$ cat config.mk
export PLATFORM = sky130hd
export DESIGN_NAME = ysyx_22041211_idu_flat
export DESIGN_NICKNAME = d
export VERILOG_FILES = /design/src/rtl/ysyx_22041211_pkg.sv /design/src/rtl/ysyx_22041211_idu_if.sv /design/src/rtl/ysyx_22041211_imm_gen.sv /design/src/rtl/ysyx_22041211_idu.sv /design/src/flat_wrapper.sv
export SDC_FILE = /design/constraint.sdc
export NUM_CORES = 1
export LEC_CHECK = 0
export ABC_AREA = 1
export CAP_MARGIN = 10
export CORE_UTILIZATION = 41
export DETAILED_ROUTE_END_ITERATION = 6
export GPL_TIMING_DRIVEN = 0
export PLACE_DENSITY = 0.7
export SLEW_MARGIN = 15
export SYNTH_ARGS = -nofsm -noshare
export SYNTH_HDL_FRONTEND = slang
export SYNTH_SLANG_ARGS = --single-unit
$ cat constraint.sdc
create_clock -name clk -period 5.05 [get_ports clk]
set_clock_uncertainty 0.1 [all_clocks]
set_input_delay 0.505 -clock clk [delete_from_list [all_inputs] [get_ports clk]]
set_output_delay 0.505 -clock clk [all_outputs]
set_load 0.01 [all_outputs]
$ cat src/rtl/ysyx_22041211_pkg.sv
// Shared decode constants for the NPC instruction-decode stage.
package ysyx_22041211_pkg;

  // Major opcodes (inst[6:0]).
  localparam logic [6:0] OpcodeOpImm  = 7'b0010011;
  localparam logic [6:0] OpcodeSystem = 7'b1110011;
  localparam logic [6:0] OpcodeLui    = 7'b0110111;
  localparam logic [6:0] OpcodeAuipc  = 7'b0010111;
  localparam logic [6:0] OpcodeOp     = 7'b0110011;
  localparam logic [6:0] OpcodeStore  = 7'b0100011;
  localparam logic [6:0] OpcodeJal    = 7'b1101111;
  localparam logic [6:0] OpcodeJalr   = 7'b1100111;
  localparam logic [6:0] OpcodeBranch = 7'b1100011;
  localparam logic [6:0] OpcodeLoad   = 7'b0000011;

  // The only SYSTEM encodings the core accepts.
  localparam logic [31:0] InstEcall  = 32'h0000_0073;
  localparam logic [31:0] InstEbreak = 32'h0010_0073;

  typedef enum logic [3:0] {
    ClsOpImm   = 4'd0,
    ClsSystem  = 4'd1,
    ClsLui     = 4'd2,
    ClsAuipc   = 4'd3,
    ClsOp      = 4'd4,
    ClsStore   = 4'd5,
    ClsJal     = 4'd6,
    ClsJalr    = 4'd7,
    ClsBranch  = 4'd8,
    ClsLoad    = 4'd9,
    ClsIllegal = 4'd15
  } op_class_e;

  typedef enum logic [1:0] {
    TrapNone    = 2'd0,
    TrapEbreak  = 2'd1,
    TrapEcall   = 2'd2,
    TrapIllegal = 2'd3
  } trap_cause_e;

  typedef enum logic [2:0] {
    FmtNone,
    FmtI,
    FmtS,
    FmtB,
    FmtU,
    FmtJ
  } imm_fmt_e;

  typedef enum logic [1:0] {
    StRun,
    StDrain,
    StHalt
  } state_e;

  // Immediate format implied by an op class; classes without an immediate give FmtNone.
  function automatic imm_fmt_e class_to_fmt(op_class_e cls);
    imm_fmt_e fmt;
    case (cls)
      ClsOpImm, ClsJalr, ClsLoad: fmt = FmtI;
      ClsStore:                   fmt = FmtS;
      ClsBranch:                  fmt = FmtB;
      ClsLui, ClsAuipc:           fmt = FmtU;
      ClsJal:                     fmt = FmtJ;
      default:                    fmt = FmtNone;
    endcase
    return fmt;
  endfunction

endpackage

$ cat src/rtl/ysyx_22041211_idu_if.sv
// IFU->IDU->EXU handshake and decoded-bundle signals of the decode stage.
interface ysyx_22041211_idu_if #(
  parameter int unsigned DATA_LEN   = 32,
  parameter int unsigned REG_ADDR_W = 5,
  parameter int unsigned CNT_W      = 32
);

  logic                  in_valid;
  logic                  in_ready;
  logic [DATA_LEN-1:0]   inst;
  logic                  out_valid;
  logic                  out_ready;
  logic [DATA_LEN-1:0]   imm;
  logic [REG_ADDR_W-1:0] rs1;
  logic [REG_ADDR_W-1:0] rs2;
  logic [REG_ADDR_W-1:0] rd;
  logic [3:0]            op_class;
  logic [2:0]            funct3;
  logic                  funct7_5;
  logic                  rd_we;
  logic                  halt;
  logic [1:0]            trap_cause;
  logic [CNT_W-1:0]      dec_cnt;

  // Surrounding pipeline / harness side.
  modport master (
    output in_valid, inst, out_ready,
    input  in_ready, out_valid, imm, rs1, rs2, rd, op_class, funct3, funct7_5, rd_we,
    input  halt, trap_cause, dec_cnt
  );

  // Decode stage side.
  modport slave (
    input  in_valid, inst, out_ready,
    output in_ready, out_valid, imm, rs1, rs2, rd, op_class, funct3, funct7_5, rd_we,
    output halt, trap_cause, dec_cnt
  );

endinterface

$ cat src/rtl/ysyx_22041211_imm_gen.sv
// Combinational RV32 immediate generator: instruction + format -> sign-extended immediate.
module ysyx_22041211_imm_gen
  import ysyx_22041211_pkg::*;
(
  input  logic [31:0] inst,
  input  imm_fmt_e    fmt,
  output logic [31:0] imm
);

  // Reassemble the scattered immediate bits for each base format.
  always_comb begin
    imm = '0;
    case (fmt)
      FmtI:    imm = {{20{inst[31]}}, inst[31:20]};
      FmtS:    imm = {{20{inst[31]}}, inst[31:25], inst[11:7]};
      FmtB:    imm = {{19{inst[31]}}, inst[31], inst[7], inst[30:25], inst[11:8], 1'b0};
      FmtU:    imm = {inst[31:12], 12'b0};
      FmtJ:    imm = {{11{inst[31]}}, inst[31], inst[19:12], inst[20], inst[30:21], 1'b0};
      default: imm = '0;
    endcase
  end

endmodule

$ cat src/rtl/ysyx_22041211_idu.sv
// Pipelined instruction-decode stage: combinational decode, one output register,
// trap detection with drain-then-halt, and a handed-out bundle counter.
module ysyx_22041211_idu
  import ysyx_22041211_pkg::*;
#(
  parameter int unsigned DATA_LEN   = 32,
  parameter int unsigned REG_ADDR_W = 5,
  parameter int unsigned CNT_W      = 32
) (
  input logic                clk,
  input logic                rst_n,
  ysyx_22041211_idu_if.slave bus
);

  // Raw instruction fields.
  logic [6:0] opcode;
  logic [4:0] rs1_f;
  logic [4:0] rs2_f;
  logic [4:0] rd_f;

  // Decode results.
  op_class_e             cls;
  trap_cause_e           dec_trap;
  imm_fmt_e              dec_fmt;
  logic                  use_rs1;
  logic                  use_rs2;
  logic                  wr_rd;
  logic                  rv32e_bad;
  logic [31:0]           dec_imm;
  logic [REG_ADDR_W-1:0] dec_rs1;
  logic [REG_ADDR_W-1:0] dec_rs2;
  logic [REG_ADDR_W-1:0] dec_rd;
  logic                  dec_we;

  // Control and state.
  state_e                state_q, state_d;
  trap_cause_e           trap_q, trap_d;
  logic                  out_valid_q, out_valid_d;
  logic [CNT_W-1:0]      cnt_q, cnt_d;
  logic                  in_ready;
  logic                  accept;
  logic                  out_fire;

  // Output bundle register.
  logic [DATA_LEN-1:0]   imm_q;
  logic [REG_ADDR_W-1:0] rs1_q;
  logic [REG_ADDR_W-1:0] rs2_q;
  logic [REG_ADDR_W-1:0] rd_q;
  op_class_e             op_class_q;
  logic [2:0]            funct3_q;
  logic                  funct7_5_q;
  logic                  rd_we_q;

  // Classify the instruction and work out which register fields it uses.
  always_comb begin
    opcode  = bus.inst[6:0];
    rs1_f   = bus.inst[19:15];
    rs2_f   = bus.inst[24:20];
    rd_f    = bus.inst[11:7];
    cls     = ClsIllegal;
    use_rs1 = 1'b0;
    use_rs2 = 1'b0;
    wr_rd   = 1'b0;
    if (bus.inst[1:0] == 2'b11) begin
      case (opcode)
        OpcodeOpImm:  begin cls = ClsOpImm;  use_rs1 = 1'b1; wr_rd = 1'b1; end
        OpcodeLui:    begin cls = ClsLui;    wr_rd = 1'b1; end
        OpcodeAuipc:  begin cls = ClsAuipc;  wr_rd = 1'b1; end
        OpcodeOp:     begin cls = ClsOp;     use_rs1 = 1'b1; use_rs2 = 1'b1; wr_rd = 1'b1; end
        OpcodeStore:  begin cls = ClsStore;  use_rs1 = 1'b1; use_rs2 = 1'b1; end
        OpcodeJal:    begin cls = ClsJal;    wr_rd = 1'b1; end
        OpcodeJalr:   begin cls = ClsJalr;   use_rs1 = 1'b1; wr_rd = 1'b1; end
        OpcodeBranch: begin cls = ClsBranch; use_rs1 = 1'b1; use_rs2 = 1'b1; end
        OpcodeLoad:   begin cls = ClsLoad;   use_rs1 = 1'b1; wr_rd = 1'b1; end
        OpcodeSystem: begin
          if (bus.inst == InstEcall || bus.inst == InstEbreak) cls = ClsSystem;
        end
        default:      cls = ClsIllegal;
      endcase
    end

    // RV32E has only x0..x15: any used field reaching x16+ is illegal.
    rv32e_bad = (REG_ADDR_W == 4) &&
                ((use_rs1 && rs1_f[4]) || (use_rs2 && rs2_f[4]) || (wr_rd && rd_f[4]));
    if (rv32e_bad) cls = ClsIllegal;
    if (cls == ClsIllegal) begin
      use_rs1 = 1'b0;
      use_rs2 = 1'b0;
      wr_rd   = 1'b0;
    end

    // Only the exact ecall/ebreak words survive as SYSTEM; inst[20] tells them apart.
    dec_trap = TrapNone;
    if (cls == ClsIllegal) begin
      dec_trap = TrapIllegal;
    end else if (cls == ClsSystem) begin
      dec_trap = bus.inst[20] ? TrapEbreak : TrapEcall;
    end

    dec_fmt = class_to_fmt(cls);
    dec_rs1 = use_rs1 ? rs1_f[REG_ADDR_W-1:0] : '0;
    dec_rs2 = use_rs2 ? rs2_f[REG_ADDR_W-1:0] : '0;
    dec_rd  = wr_rd ? rd_f[REG_ADDR_W-1:0] : '0;
    dec_we  = wr_rd && (dec_rd != '0);
  end

  ysyx_22041211_imm_gen u_imm_gen (
    .inst (bus.inst),
    .fmt  (dec_fmt),
    .imm  (dec_imm)
  );

  assign in_ready = (state_q == StRun) && (!out_valid_q || bus.out_ready);
  assign accept   = bus.in_valid && in_ready;
  assign out_fire = out_valid_q && bus.out_ready;

  // Next-state: trap acceptance enters DRAIN, the trapping bundle leaving enters HALT.
  always_comb begin
    state_d     = state_q;
    trap_d      = trap_q;
    out_valid_d = out_valid_q;
    cnt_d       = cnt_q;
    case (state_q)
      StRun: begin
        if (accept && dec_trap != TrapNone) begin
          state_d = StDrain;
          trap_d  = dec_trap;
        end
      end
      StDrain: begin
        if (out_fire) state_d = StHalt;
      end
      StHalt:  state_d = StHalt;
      default: state_d = StRun;
    endcase
    // A new accept refills the register even when the old bundle leaves the same cycle.
    if (accept) begin
      out_valid_d = 1'b1;
    end else if (out_fire) begin
      out_valid_d = 1'b0;
    end
    if (out_fire) cnt_d = cnt_q + CNT_W'(1);
  end

  // Control state registers.
  always_ff @(posedge clk or negedge rst_n) begin
    if (!rst_n) begin
      state_q     <= StRun;
      trap_q      <= TrapNone;
      out_valid_q <= 1'b0;
      cnt_q       <= '0;
    end else begin
      state_q     <= state_d;
      trap_q      <= trap_d;
      out_valid_q <= out_valid_d;
      cnt_q       <= cnt_d;
    end
  end

  // Bundle register: loads only on input handshake, so it holds under back-pressure.
  always_ff @(posedge clk or negedge rst_n) begin
    if (!rst_n) begin
      imm_q      <= '0;
      rs1_q      <= '0;
      rs2_q      <= '0;
      rd_q       <= '0;
      op_class_q <= ClsOpImm;
      funct3_q   <= '0;
      funct7_5_q <= 1'b0;
      rd_we_q    <= 1'b0;
    end else if (accept) begin
      imm_q      <= dec_imm;
      rs1_q      <= dec_rs1;
      rs2_q      <= dec_rs2;
      rd_q       <= dec_rd;
      op_class_q <= cls;
      funct3_q   <= bus.inst[14:12];
      funct7_5_q <= bus.inst[30];
      rd_we_q    <= dec_we;
    end
  end

  assign bus.in_ready   = in_ready;
  assign bus.out_valid  = out_valid_q;
  assign bus.imm        = imm_q;
  assign bus.rs1        = rs1_q;
  assign bus.rs2        = rs2_q;
  assign bus.rd         = rd_q;
  assign bus.op_class   = op_class_q;
  assign bus.funct3     = funct3_q;
  assign bus.funct7_5   = funct7_5_q;
  assign bus.rd_we      = rd_we_q;
  assign bus.halt       = (state_q == StHalt);
  assign bus.trap_cause = trap_q;
  assign bus.dec_cnt    = cnt_q;

endmodule

$ cat src/flat_wrapper.sv
// flat-port wrapper written by rule: the top's interface ports become plain ports
module ysyx_22041211_idu_flat import ysyx_22041211_pkg::*;
#(
  parameter int unsigned DATA_LEN   = 32,
  parameter int unsigned REG_ADDR_W = 5,
  parameter int unsigned CNT_W      = 32
)
  (clk, rst_n, bus_in_valid, bus_inst, bus_out_ready, bus_in_ready, bus_out_valid, bus_imm, bus_rs1, bus_rs2, bus_rd, bus_op_class, bus_funct3, bus_funct7_5, bus_rd_we, bus_halt, bus_trap_cause, bus_dec_cnt);
  ysyx_22041211_idu_if #(.DATA_LEN(DATA_LEN), .REG_ADDR_W(REG_ADDR_W), .CNT_W(CNT_W)) bus_i ();
  input logic clk;
  input logic rst_n;
  input wire logic [$bits(bus_i.in_valid)-1:0] bus_in_valid;
  input wire logic [$bits(bus_i.inst)-1:0] bus_inst;
  input wire logic [$bits(bus_i.out_ready)-1:0] bus_out_ready;
  output wire logic [$bits(bus_i.in_ready)-1:0] bus_in_ready;
  output wire logic [$bits(bus_i.out_valid)-1:0] bus_out_valid;
  output wire logic [$bits(bus_i.imm)-1:0] bus_imm;
  output wire logic [$bits(bus_i.rs1)-1:0] bus_rs1;
  output wire logic [$bits(bus_i.rs2)-1:0] bus_rs2;
  output wire logic [$bits(bus_i.rd)-1:0] bus_rd;
  output wire logic [$bits(bus_i.op_class)-1:0] bus_op_class;
  output wire logic [$bits(bus_i.funct3)-1:0] bus_funct3;
  output wire logic [$bits(bus_i.funct7_5)-1:0] bus_funct7_5;
  output wire logic [$bits(bus_i.rd_we)-1:0] bus_rd_we;
  output wire logic [$bits(bus_i.halt)-1:0] bus_halt;
  output wire logic [$bits(bus_i.trap_cause)-1:0] bus_trap_cause;
  output wire logic [$bits(bus_i.dec_cnt)-1:0] bus_dec_cnt;
  assign bus_i.in_valid = bus_in_valid;
  assign bus_i.inst = bus_inst;
  assign bus_i.out_ready = bus_out_ready;
  assign bus_in_ready = bus_i.in_ready;
  assign bus_out_valid = bus_i.out_valid;
  assign bus_imm = bus_i.imm;
  assign bus_rs1 = bus_i.rs1;
  assign bus_rs2 = bus_i.rs2;
  assign bus_rd = bus_i.rd;
  assign bus_op_class = bus_i.op_class;
  assign bus_funct3 = bus_i.funct3;
  assign bus_funct7_5 = bus_i.funct7_5;
  assign bus_rd_we = bus_i.rd_we;
  assign bus_halt = bus_i.halt;
  assign bus_trap_cause = bus_i.trap_cause;
  assign bus_dec_cnt = bus_i.dec_cnt;
  ysyx_22041211_idu #(.DATA_LEN(DATA_LEN), .REG_ADDR_W(REG_ADDR_W), .CNT_W(CNT_W)) u_core (.clk(clk), .rst_n(rst_n), .bus(bus_i));
endmodule
Word-level counts from Yosys, hierarchy flattened

Memories as Yosys holds them, arrays and structs flattened.
Index checks and enable logic that the tools add are counted.

Bits in read-only memories: 48
Input port bits: 36
Output and inout bits: 93
Memories kept: 1
Latch bits: 0
RAM bits: 0
Bits in registers: 93

Equal/unequal tests: 24
Div/mod/pow operators: 0
Reductions and logical operators: 17
$lt $le $gt $ge: 0
Bitwise logic cells: 0
$mul: 0
Mux-type cells: 24
Shifts and indexed selects: 0
Add/sub/neg operators: 1

Memories:

| name             | words | bits a word | read ports | clocked after Yosys merged registers in | wr ports | line                    | source |
|---|---|---|---|---|---|---|---|
| (name not given) | 16    | 3           | 1          | 0                                       | 0        | ysyx_22041211_pkg.sv:59 | `case (cls)` |

Operators with widths:

| kind                                                                    | count |
|---|---|
| 32-bit case mux with 5 select lines                                     | 1 |
| 4-bit case mux with 10 select lines                                     | 1 |
| 32-bit by 1-bit adder with 32-bit output, second input constant         | 1 |
| 32-bit by 21-bit equality test with 1-bit output, second input constant | 1 |
| 32-bit by 7-bit equality test with 1-bit output, second input constant  | 1 |
| 7-bit equality test, second input constant                              | 4 |
| 7-bit by 6-bit equality test with 1-bit output, second input constant   | 3 |
| 5-bit two-way mux                                                       | 3 |
| 7-bit by 5-bit equality test with 1-bit output, second input constant   | 2 |
| 1-bit two-way mux                                                       | 11 |
| 2-bit two-way mux                                                       | 5 |
| 4-bit two-way mux                                                       | 2 |
| 7-bit by 2-bit equality test with 1-bit output, second input constant   | 1 |
| 7-bit OR reduction                                                      | 1 |
| 3-bit by 2-bit equality test with 1-bit output, second input constant   | 2 |
| 3-bit equality test, second input constant                              | 2 |
| 2-bit case mux with 3 select lines                                      | 1 |
| 6-bit OR reduction                                                      | 1 |
| 1-bit logical AND                                                       | 5 |
| 5-bit nonzero test                                                      | 1 |
| 2-bit equality test, second input constant                              | 2 |
| 4-bit by 1-bit equality test with 1-bit output, second input constant   | 1 |
| 4-bit equality test, second input constant                              | 1 |
| 2-bit AND reduction                                                     | 2 |
| 9 further kinds                                                         | 11 |

Longest topological paths before layout

Depth after elaboration: 12
Mapped depth: 16

By module

From an unflattened synthesis, not the netlist that was laid out.

Cell total of the unflattened synthesis: 599
Area total of the unflattened synthesis: 4804.6 sq um

By module, submodules not included:

| module                | instances | sequential area each (sq um) | cells an instance | area each (sq um) |
|---|---|---|---|---|
| ysyx_22041211_idu     | 1         | 2327.2                       | 507               | 4349.2 |
| ysyx_22041211_imm_gen | 1         | 0.0                          | 92                | 455.4 |

Worst setup path before layout

OpenSTA, ideal clock, no wires.

Path kind: input to register
From: in bus_inst[0]
To: reg u_core.imm_q[11] (netlist: u_core.bus.imm[11])
Data arrival time: 1888 ps
Stages on the path: 15
Slack: 2946 ps
Required time: 4833 ps
Cells stage by stage: nand2_2 > inv_2 > nand2_2 > nor2_1 > nor2_1 > nand3_4 > nand3_2 > inv_2 > nand2_1 > nand2_2 > nand3_2 > buf_6 > nand2_1 > nand2_1 > nand2_1

Cells in the longest elaborated chain, start to end: 8

RTL lines:

| item                                                                                                                       | line                        | source |
|---|---|---|
| from (decl)                                                                                                                | flat_wrapper.sv:13          | `input wire logic [$bits(bus_i.inst)-1:0] bus_inst;` |
| 32-bit by 7-bit equality test with 1-bit output / 32-bit by 21-bit equality test with 1-bit output (equally long branches) | ysyx_22041211_idu.sv:76     | `if (bus.inst == InstEcall \|\| bus.inst == InstEbreak) cls = ClsSystem;` |
| 1-bit logical OR                                                                                                           | ysyx_22041211_idu.sv:76     |  |
| 4-bit two-way mux                                                                                                          | ysyx_22041211_idu.sv:76     |  |
| 4-bit case mux with 10 select lines                                                                                        | ysyx_22041211_idu.sv:65     | `case (opcode)` |
| 4-bit two-way mux *                                                                                                        | ysyx_22041211_idu.sv:64     | `if (bus.inst[1:0] == 2'b11) begin` |
| memory read 16 x 3 bit *                                                                                                   | --                          |  |
| 3-bit equality test, or another cell as far along                                                                          | ysyx_22041211_imm_gen.sv:13 | `case (fmt)` |
| 32-bit case mux with 5 select lines *                                                                                      | ysyx_22041211_imm_gen.sv:13 |  |
| to (signal assigned)                                                                                                       | ysyx_22041211_idu.sv:172    | `imm_q <= dec_imm;` |
| to (decl)                                                                                                                  | ysyx_22041211_idu.sv:45     | `logic [DATA_LEN-1:0] imm_q;` |

Every way passes the cells marked *; elsewhere a longest branch is shown, timed or not.
A chain may end at the register's enable or synchronous reset.

Final worst setup path

From: in bus_inst[31]
To: reg u_core.imm_q[22] (netlist: u_core.bus.imm[22])

Cells in the longest elaborated chain, start to end: 8

RTL lines:

| item                                                                                                                       | line |
|---|---|
| 32-bit by 7-bit equality test with 1-bit output / 32-bit by 21-bit equality test with 1-bit output (equally long branches) | ysyx_22041211_idu.sv:76 |
| 1-bit logical OR                                                                                                           | ysyx_22041211_idu.sv:76 |
| 4-bit two-way mux                                                                                                          | ysyx_22041211_idu.sv:76 |
| 4-bit case mux with 10 select lines                                                                                        | ysyx_22041211_idu.sv:65 |
| 4-bit two-way mux                                                                                                          | ysyx_22041211_idu.sv:64 |
| memory read 16 x 3 bit                                                                                                     | -- |
| 3-bit equality test, or another cell as far along                                                                          | ysyx_22041211_imm_gen.sv:13 |
| 32-bit case mux with 5 select lines *                                                                                      | ysyx_22041211_imm_gen.sv:13 |

Marked as above.

==> flow_metrics.py <==
metrics = {
    "place": {
        "placed_area_mm2": 0.00621,
        "dp_hpwl_mm": 9.77,
        "port_buffers": 128,
        "place.gp.congestion": 0.903,
        "dp_cells": 858,
    },
    "yosys": {
        "synth_fa_ha_area_share_pct": 1.06,
        "synth-compound-area-share_pct": 5.88,
        "ys.flop_type": "dfrtp_1",
        "synth.most_common_cell": "nand2_1",
        "synth_top_area_cell": "dfrtp_1",
        "syn_inst": 589,
        "synth_seq_cells": 93,
        "synth.area.mux_share_pct": 0,
        "synth_top_family_by_area": "simple AND/OR/NAND/NOR gates",
        "synth-warning-count": 0,
        "synth.distinct_cells": 34,
        "synthTopCellsByCount": "nand2_1 (216), dfrtp_1 (93), nor2_1 (46)",
        "netlist_top_cells_area": "dfrtp_1 (49%), nand2_1 (17%), nand3_1 (4.4%)",
        "yosys.area_share.simple_pct": 32.6,
        "synthXorXnorAreaFrac_pct": 5.56,
        "synth.cell_area_mm2": 0.00473,
        "yosys.area.top_type_share_pct": 49.2,
        "synth-edff-count": 0,
        "syn_nets": 629,
        "async_flop_share_pct": 100,
        "syn-mean-instance-area_um2": 8.03,
        "ys_seq_area_share_pct": 49.2,
    },
    "global_routing": {
        "grt_pass1_vias": 4371,
        "antenna_found_initial": 0,
        "grt.busiest_layer": "met2",
        "grt_util_met2_pct": 37.8,
        "met1_usage_pct": 30.0,
        "grt_overflow": 0,
        "grt_use_met3_pct": 4.68,
        "grt_pass1_wl_mm": 20.9,
        "grt_max_degree": 63,
        "grt.total_usage_pct": 22.7,
    },
    "drt": {
        "wl_per_cell_um": 14.5,
        "vias": 4362,
        "drt-initial-drc-count": 198,
        "wirelength_mm": 12.6,
        "drc_errors": 0,
        "viasPerCell": 5.00,
        "drt_pass1_iterations": 5,
        "ant_nets": 0,
    },
    "finish": {
        "syn2layout_area_growth_pct": 37.5,
        "register_area_mm2": 0.00233,
        "layout.nets": 769,
        "finalInstanceArea_mm2": 0.00650,
        "diodes": 0,
        "nFillCells": 1058,
        "multi_input_area_mm2": 0.00213,
        "final_cells": 873,
        "drive_above_1_share_pct": 7.09,
    },
    "setup_path": {
        "end_kind": "register",
        "cp_max_fo": 10,
        "r2r_start": "u_core.state_q[1]$_DFFE_PN0P_",
        "crit_family": "simple AND/OR/NAND/NOR gates",
        "cpMostUsedCell": "nand2_1",
        "rrSetupSlack_ns": 2.45,
        "cp-start-kind": "input port",
        "cp_num_buf_inv": 2,
        "worstPathArrival_ns": 2.83,
        "r2r-end": "u_core.bus.rs1[2]$_DFFE_PN0P_",
        "crit_required_ns": 5.23,
        "cp_slowest_cell": "clkdlybuf4s50_1",
        "worstRegToRegCells": 10,
        "crit_type": "input port to register",
        "critical_path.max_stage_delay_ns": 0.54,
        "path_cells": "clkdlybuf4s50_1, nor2_1, nand2_1, nor2_1, nand2_1, o21ai_1, nand2_1, nor2_2, nand3_2, nand2_2, nand3_2, buf_6, nand2_1, nand2_1, nand2_1",
    },
    "sta": {
        "hold_violations": 0,
        "worstMarginPinSlew_ns": 0.802,
        "finalCritPeriodShare_pct": 52.6,
        "fmax_mhz": 376,
        "setup_viol": 0,
        "holdWs_ns": 0.0142,
        "slew_violations": 0,
        "slew_headroom_pct": 46.0,
        "rsz0062_at_grt": "no",
        "period_minus_slack_ns": 2.66,
    },
    "die": {
        "ios": 129,
        "die_w_um": 109,
        "dieHeight_um": 109,
        "die_area_mm2": 0.0120,
        "fp.coreArea_mm2": 0.0110,
        "rows": 38,
        "start_util_pct": 42.9,
    },
    "clocking": {
        "tritoncts.num_buffers": 9,
        "hold_buffers": 0,
        "htree_levels": 3,
        "cts_setup_buffers": 0,
        "cts_root_buf": "clkbuf_16",
        "clkTransAtPathRegs_ns": 0.07,
        "clk_latency_ns": 0.33,
        "cts_resized": 0,
        "clockBufferDepth": 2,
        "cts.sinks": 93,
        "cts_tree": "done",
    },
    "min_path": {
        "min_path_type": "input port to async pin",
    },
    "pwr": {
        "p_leak_nw": 3.31,
        "ir_worst_vdd_mv": 0.180,
        "powerDensity_mw_per_mm2": 339,
    },
    "job": {
        "cap_violations": 0,
    },
    "status": {
        "status": "completed",
    },
}
==> area by class of cell <==
| class | count | area share [%] |
|---|---|---|
| Buffer | 17 | 1.29 |
| Clock buffer | 10 | 3.52 |
| Clock inverter | 5 | 0.943 |
| Inverter | 49 | 2.83 |
| Multi-Input combinational cell | 430 | 32.8 |
| Sequential cell | 93 | 35.8 |
| Tap cell | 140 | 2.70 |
| Timing Repair Buffer | 129 | 20.1 |
==> how the worst max path moves through the flow <==
stage | cells after the start | from | end | slack (ns)
3_3_place_gp | 1 | rst_n | u_core.bus.imm[21]$_DFFE_PN0P_ | -0.0003
6_report | 15 | bus_inst[31] | u_core.bus.imm[22]$_DFFE_PN0P_ | 2.39
2_1_floorplan | 15 | bus_inst[0] | u_core.bus.imm[11]$_DFFE_PN0P_ | 2.95
3_5_place_dp | 15 | bus_inst[31] | u_core.bus.imm[22]$_DFFE_PN0P_ | 2.06
5_1_grt | 15 | bus_inst[31] | u_core.bus.imm[11]$_DFFE_PN0P_ | 2.16
4_1_cts | 15 | bus_inst[31] | u_core.bus.imm[22]$_DFFE_PN0P_ | 2.40
==> cell families after synthesis <==
family | count (synthesis)
and+or+nand+nor | 351
buffers and inverters | 66
adders and majority gates | 4
AOI/OAI and AO/OA | 45
DFF | 93
xor gates and xnor gates | 30
==> worst register-to-register path, cell delays in order, from the launching register on <==
cell and delay, ns:
dfrtp_1 0.41, inv_1 0.09, ha_1 0.17, inv_1 0.06
a21oi_1 0.15, nand2_1 0.28, inv_1 0.15, clkbuf_1 0.41
buf_1 0.49, nand3_1 0.16, nand2_1 0.10
==> layout by cell type, fill, tap and decap left out, types with 9 or more instances in the layout <==
cell type	synthesis	routed
a211oi_1	11	11
a21oi_1	14	14
clkbuf_1	10	11
clkbuf_16	0	9
clkdlybuf4s50_1	0	127
dfrtp_1	93	93
inv_1	42	42
nand2_1	216	216
nand3_1	42	42
nand4_1	11	11
nor2_1	46	46
nor3_1	9	9
o21ai_0	10	10
xor2_1	22	22
==> power by group <==
| part | internal, mW | switching (mW) | leakage (nW) |
|---|---|---|---|
| registers | 0.845 | 0.0774 | 1.22 |
| clock network | 0.383 | 0.284 | 0.131 |
| logic | 0.288 | 0.328 | 1.96 |
==> per-stage QoR <==
stage	setup slack [ns]	utilization [%]	power [mW]	TNS, ns
6_report	2.39	58.9	2.21	0
5_1_grt	2.16	58.9	2.33	0
4_1_cts	2.40	58.9	2.23	0
3_5_place_dp	2.06	56.3	1.56	0
3_3_place_gp	-0.000266	56.1	1.54	-0.00127
2_1_floorplan	2.95	-	1.21	0
==> state kept, by name (all words and copies together), names as in the netlist <==
name / count
u_core.bus.dec_cnt: 32
u_core.bus.funct3: 3
u_core.bus.funct7_5: 1
u_core.bus.imm: 32
u_core.bus.op_class: 4
u_core.bus.out_valid: 1
u_core.bus.rd: 5
u_core.bus.rd_we: 1
u_core.bus.rs1: 5
u_core.bus.rs2: 5
u_core.bus.trap_cause: 2
u_core.state_q: 2
==> layer usage <==
metal  up-vias  share of wire [%]
met3        17                5.7
met1      2047                 45
li1       2175                  -
met4         0                1.6
met5         -                  0
met2       123                 48
Power figures use the tool's default switching activity.
